`config.mk`:
```
export PLATFORM = sky130hd
export DESIGN_NAME = mem_port_arbiter
export DESIGN_NICKNAME = d
export VERILOG_FILES = /design/src/rtl/mem_port_arbiter.sv
export SDC_FILE = /design/constraint.sdc
export NUM_CORES = 1
export LEC_CHECK = 0
export CAP_MARGIN = 20
export CELL_PAD_IN_SITES_DETAIL_PLACEMENT = 0
export CELL_PAD_IN_SITES_GLOBAL_PLACEMENT = 1
export CORE_ASPECT_RATIO = 0.75
export CORE_UTILIZATION = 30
export DETAILED_ROUTE_END_ITERATION = 12
export PLACE_DENSITY_LB_ADDON = 0.1
export SYNTH_ARGS = -nofsm -noshare
export SYNTH_HDL_FRONTEND = slang
export SYNTH_SLANG_ARGS = --single-unit
```
`constraint.sdc`:
```
create_clock -name clk -period 1.9 [get_ports clk]
set_input_delay 0.19 -clock clk [delete_from_list [all_inputs] [get_ports clk]]
set_output_delay 0.19 -clock clk [all_outputs]
set_load 0.02 [all_outputs]
```
`src/rtl/mem_port_arbiter.sv`:
```
// Arbiter sharing one unified memory port between instruction fetch (I) and
// load/store (D). Round-robin tie-break, req/ack handshake toward both
// requesters, and a per-transaction timeout that aborts with err.
module mem_port_arbiter #(
   parameter int unsigned ADDR_W  = 32,
   parameter int unsigned DATA_W  = 32,
   parameter int unsigned TIMEOUT = 16
) (
   input  logic              clk,
   input  logic              reset,
   // fetch requester
   input  logic              i_req,
   input  logic [ADDR_W-1:0] i_addr,
   output logic              i_ack,
   output logic [DATA_W-1:0] i_rdata,
   // load/store requester
   input  logic              d_req,
   input  logic              d_we,
   input  logic [ADDR_W-1:0] d_addr,
   input  logic [DATA_W-1:0] d_wdata,
   output logic              d_ack,
   output logic [DATA_W-1:0] d_rdata,
   output logic              err,
   // memory side
   output logic              mem_req,
   output logic              mem_we,
   output logic [ADDR_W-1:0] mem_addr,
   output logic [DATA_W-1:0] mem_wdata,
   input  logic              mem_ack,
   input  logic [DATA_W-1:0] mem_rdata
);

   localparam int unsigned CntW = $clog2(TIMEOUT);
   localparam logic [CntW-1:0] CntLast = CntW'(TIMEOUT - 1);

   typedef enum logic [1:0] {StIdle, StIssue, StResp} state_e;

   state_e              state_q, state_d;
   logic                mem_req_q, mem_req_d;
   logic                mem_we_q, mem_we_d;
   logic [ADDR_W-1:0]   mem_addr_q, mem_addr_d;
   logic [DATA_W-1:0]   mem_wdata_q, mem_wdata_d;
   logic                i_ack_q, i_ack_d;
   logic                d_ack_q, d_ack_d;
   logic                err_q, err_d;
   logic [DATA_W-1:0]   i_rdata_q, i_rdata_d;
   logic [DATA_W-1:0]   d_rdata_q, d_rdata_d;
   logic                last_d_q, last_d_d;   // 1: last grant went to D
   logic                gnt_d_q, gnt_d_d;     // 1: current transaction belongs to D
   logic [CntW-1:0]     cnt_q, cnt_d;
   logic                sel_d;                // D wins arbitration this cycle

   // Next-state and registered-output logic for the arbitration FSM
   always_comb begin
      state_d     = state_q;
      mem_req_d   = mem_req_q;
      mem_we_d    = mem_we_q;
      mem_addr_d  = mem_addr_q;
      mem_wdata_d = mem_wdata_q;
      i_ack_d     = 1'b0;
      d_ack_d     = 1'b0;
      err_d       = 1'b0;
      i_rdata_d   = i_rdata_q;
      d_rdata_d   = d_rdata_q;
      last_d_d    = last_d_q;
      gnt_d_d     = gnt_d_q;
      cnt_d       = cnt_q;
      // On a tie, the requester that was not served last goes first
      sel_d       = d_req && (!i_req || !last_d_q);

      unique case (state_q)
         StIdle: begin
            if (i_req || d_req) begin
               gnt_d_d    = sel_d;
               last_d_d   = sel_d;
               mem_req_d  = 1'b1;
               mem_addr_d = sel_d ? d_addr : i_addr;
               mem_we_d   = sel_d && d_we;
               if (sel_d) begin
                  mem_wdata_d = d_wdata;
               end
               cnt_d   = '0;
               state_d = StIssue;
            end
         end
         StIssue: begin
            // A completion arriving on the final wait cycle still counts as success
            if (mem_ack) begin
               mem_req_d = 1'b0;
               if (gnt_d_q) begin
                  d_ack_d = 1'b1;
                  if (!mem_we_q) begin
                     d_rdata_d = mem_rdata;
                  end
               end else begin
                  i_ack_d   = 1'b1;
                  i_rdata_d = mem_rdata;
               end
               state_d = StResp;
            end else if (cnt_q == CntLast) begin
               mem_req_d = 1'b0;
               err_d     = 1'b1;
               if (gnt_d_q) begin
                  d_ack_d   = 1'b1;
                  d_rdata_d = '0;
               end else begin
                  i_ack_d   = 1'b1;
                  i_rdata_d = '0;
               end
               state_d = StResp;
            end else begin
               cnt_d = cnt_q + CntW'(1);
            end
         end
         StResp: begin
            // ack is visible this cycle; requests are deliberately not sampled
            state_d = StIdle;
         end
         default: begin
            state_d = StIdle;
         end
      endcase
   end

   // State register with synchronous active-high reset
   always_ff @(posedge clk) begin
      if (reset) begin
         state_q     <= StIdle;
         mem_req_q   <= 1'b0;
         mem_we_q    <= 1'b0;
         mem_addr_q  <= '0;
         mem_wdata_q <= '0;
         i_ack_q     <= 1'b0;
         d_ack_q     <= 1'b0;
         err_q       <= 1'b0;
         i_rdata_q   <= '0;
         d_rdata_q   <= '0;
         last_d_q    <= 1'b0;
         gnt_d_q     <= 1'b0;
         cnt_q       <= '0;
      end else begin
         state_q     <= state_d;
         mem_req_q   <= mem_req_d;
         mem_we_q    <= mem_we_d;
         mem_addr_q  <= mem_addr_d;
         mem_wdata_q <= mem_wdata_d;
         i_ack_q     <= i_ack_d;
         d_ack_q     <= d_ack_d;
         err_q       <= err_d;
         i_rdata_q   <= i_rdata_d;
         d_rdata_q   <= d_rdata_d;
         last_d_q    <= last_d_d;
         gnt_d_q     <= gnt_d_d;
         cnt_q       <= cnt_d;
      end
   end

   assign mem_req   = mem_req_q;
   assign mem_we    = mem_we_q;
   assign mem_addr  = mem_addr_q;
   assign mem_wdata = mem_wdata_q;
   assign i_ack     = i_ack_q;
   assign d_ack     = d_ack_q;
   assign err       = err_q;
   assign i_rdata   = i_rdata_q;
   assign d_rdata   = d_rdata_q;

endmodule

```
==> run summary <==
Netlist Area Pre-Place: 5828 um2
HP Class: in -> reg
Setup crit start: cnt_q[0]$_SDFFE_PP0P_
Worst EP arrival: 2.02 ns
first-pass GRT wire length: 29000 um
port bufs: 266
FF-to-FF path depth: 5
Synth cell types: 36
RSZ-0062 raised after global routing: no
reg2reg end: i_rdata[7]$_SDFFE_PP0P_
Initial DRC Count: 349
Synth-to-Final Area Change: 61.72%
largest net degree at the start of global routing: 68
Initial Utilization: 31.04%
synth warn: 0
register area: 2803 um2
clk sinks: 140
Via density: 4.943
sw power: 2.075 mW
fin. max-slew vios: 0
Die H: 122.7 um
Critical Path, Cell by Cell: ha_1 -> a31oi_2 -> or3_2 -> buf_12 -> mux2i_1
Multi-input gate area: 2761 um2
final wirelength: 18690 um
I/O Pins: 267
P_int: 6.210 mW
Setup Total Neg Slack: 0 ns
placer congestion estimate: 0.8214
gr ovfl total: 0
reg2reg start: cnt_q[0]$_SDFFE_PP0P_
hpwl dp: 12550 um
cts hold-fix bufs: 0
Reg power frac: 38.5%
PostCTS Resize Cnt: 0
kind of start point of the critical path: flop
Period minus WS final: 1.733 ns
CTS tree: done
# fillers: 1717
Ant. Diodes: 0
share of cells above drive strength 1: 6.546%
cell row count: 43
Worst R2R Setup Slack: 0.17 ns
P_leak: 3.697 nW
Mapped Nets: 768
status: finished clean
Clock transition at path regs: 0.06 ns
Layout Nets: 1010
Remaining DRCs: 0
total power divided by cell area: 879.0 nW/um2
Final setup viols: 0
HP Start: reset
Routed wire per std cell: 16.49 um
Die Wd: 162.9 um
CTS Buf Count: 17
Rel. slew slack: 63.33%
Root Driver: clkbuf_16
final hold vios: 0
fmax: 0.5769 GHz
detailed-route via count: 5600
# Max-Cap Violations: 0
CTS Buffer Depth: 2
initial antenna violation count: 0
cell family with most CP delay: simple AND/OR/NAND/NOR gates
Clock power frac: 43.4%
switching part of the total: 25.05%
final period utilization: 91.23%
setup ws final: 0.1666 ns
number of setup buffers added after CTS: 0
CTS H-Tree Depth: 4
worst-skew pair later-pin latency: 0.42 ns
Mean Syn Cell Area: 9.207 um2
Logic pwr share: 18.1%
crit path to: i_rdata[7]$_SDFFE_PP0P_
die area: 19990 um2
vias in the first global route: 5718
Worst Skew: 0.009762 ns
Max IR drop VDD: 477.3 uV
Max stage delay on crit path: 0.46 ns
Total GRT Usage: 18.58%
Seq/Total Area, Yosys: 48.09%
slowest cell on the critical path: or3_2
WP data required: 2.19 ns
CP endpoint kind: flop
Worst Path Max Fanout: 32
post-route ant nets: 0
WP buf/inv: 1
Core Footprint: 18780 um2
register bit total from synthesis: 140
Worst Tran Pin Value: 0.5501 ns
WHS: 0.2597 ns
Mapped Cells: 633
type of the worst setup path: reg -> reg
Crit. path cell count: 5
pre-CTS WS: 0.1118 ns
DRT Pass-1 Iters: 6
metrics by stage:
| step | utilization, % | cell area [um2] | power (mW) | std cells |
|---|---|---|---|---|
| CTS | 50.20 | 9425 | 8.402 | 1133 |
| finish | 50.20 | 9425 | 8.285 | 1133 |
| floorplan | - | 5828 | 3.970 | 633 |
| detailed placement | 46.80 | 8788 | 4.758 | 1103 |
| global route | 50.20 | 9425 | 8.651 | 1133 |
| global placement | 46.80 | 8788 | 4.730 | 1103 |
flip-flops by register name, indices dropped and copies added, names as in the netlist:
register,flops
gnt_d_q,1
d_ack,1
d_rdata,32
mem_we,1
i_rdata,32
mem_req,1
state_q,2
mem_addr,32
mem_wdata,32
err,1
i_ack,1
cnt_q,4
layout make-up:
cell class,count,area share (%)
Tap cell,247,3.279
Clock inverter,11,2.058
Timing Repair Buffer,285,30.93
Multi-Input combinational cell,431,29.30
Clock buffer,19,4.699
Sequential cell,140,29.74
worst register-to-register path, cell delays in order (launching register included):
cell and delay, ns:
dfxtp_1 0.39, ha_1 0.27, a31oi_2 0.12, or3_2 0.46, buf_12 0.22, mux2i_1 0.15
worst min-delay path by stage:
stage | endpoint | slack [ns] | cells after the start
6_report | state_q[0]$_SDFFE_PP0P_ | 0.26 | 2
5_1_grt | mem_wdata[30]$_SDFFE_PP0P_ | 0.29 | 2
4_1_cts | state_q[0]$_SDFFE_PP0P_ | 0.24 | 2
3_5_place_dp | d_rdata[4]$_SDFFE_PP0P_ | 0.47 | 2
3_3_place_gp | i_rdata[15]$_SDFFE_PP0P_ | 0.46 | 2
2_1_floorplan | mem_wdata[0]$_SDFFE_PP0P_ | 0.34 | 2
routing by layer:
metal,track usage (%),share of wire (%),vias up
li1,-,-,2723
met1,22.32,45,2665
met2,31.01,47,189
met3,6.083,7.2,23
met4,6.717,1.6,0
met5,0,0,-
power groups by stage:
stage | Combinational, mW | Clock (mW) | Sequential [mW]
2_1_floorplan | 0.540 | 0 | 3.43
3_5_place_dp | 1.50 | 0 | 3.25
3_3_place_gp | 1.48 | 0 | 3.25
6_report | 1.50 | 3.59 | 3.19
5_1_grt | 1.61 | 3.83 | 3.21
4_1_cts | 1.51 | 3.70 | 3.19
cells in the mapped netlist, drive strengths merged:
cell type  instances  area, um2
clkbuf            36      135.1
nor4               1      6.260
a21oi             69      345.3
nor2               3      11.26
and2               1      6.260
nand3             35      175.2
nand2b            66      420.4
a31oi              2      18.77
nand4              2      12.51
a21bo              1      10.01
nor3               2      10.01
mux2i             64      640.6
nand3b            32      240.2
nor3b              1      7.510
or3                1      6.260
a211oi             2      15.01
o21ai             36      180.2
and2b              1      7.510
ha                 1      12.51
o221ai             2      17.52
nand2             69      259.0
or4                2      15.01
nor2b              1      6.260
buf               26      151.4
dfxtp            140       2803
a31o               1      8.760
or2                2      12.52
o22ai              1      6.260
a311oi            32      280.3
a21boi             1      7.510
kinds of logic (layout without fill, tap and decap cells):
family          after synthesis  after routing  synth area share (%)
mux                          64             64                 10.99
buf+inv                      62            315                 4.916
fa+ha+maj                     1              1                0.2147
flops                       140            140                 48.09
simple gates                219            219                 20.52
compound gates              147            147                 15.26
placed cells by master (no fill, tap or decap), drive strengths merged, types with 2 or more instances in the layout:
cell | Yosys | routed
nand3b | 32 | 32
mux2i | 64 | 64
clkinvlp | 0 | 4
nand2 | 69 | 69
o21ai | 36 | 36
nor2 | 3 | 3
a211oi | 2 | 2
a31oi | 2 | 2
bufinv | 0 | 5
nand4 | 2 | 2
or2 | 2 | 2
a21oi | 69 | 69
clkinv | 0 | 2
clkbuf | 36 | 19
buf | 26 | 20
dfxtp | 140 | 140
o221ai | 2 | 2
or4 | 2 | 2
nor3 | 2 | 2
nand3 | 35 | 35
nand2b | 66 | 66
a311oi | 32 | 32
clkdlybuf4s50 | 0 | 265
No activity file was read; power rests on OpenSTA's default activity.
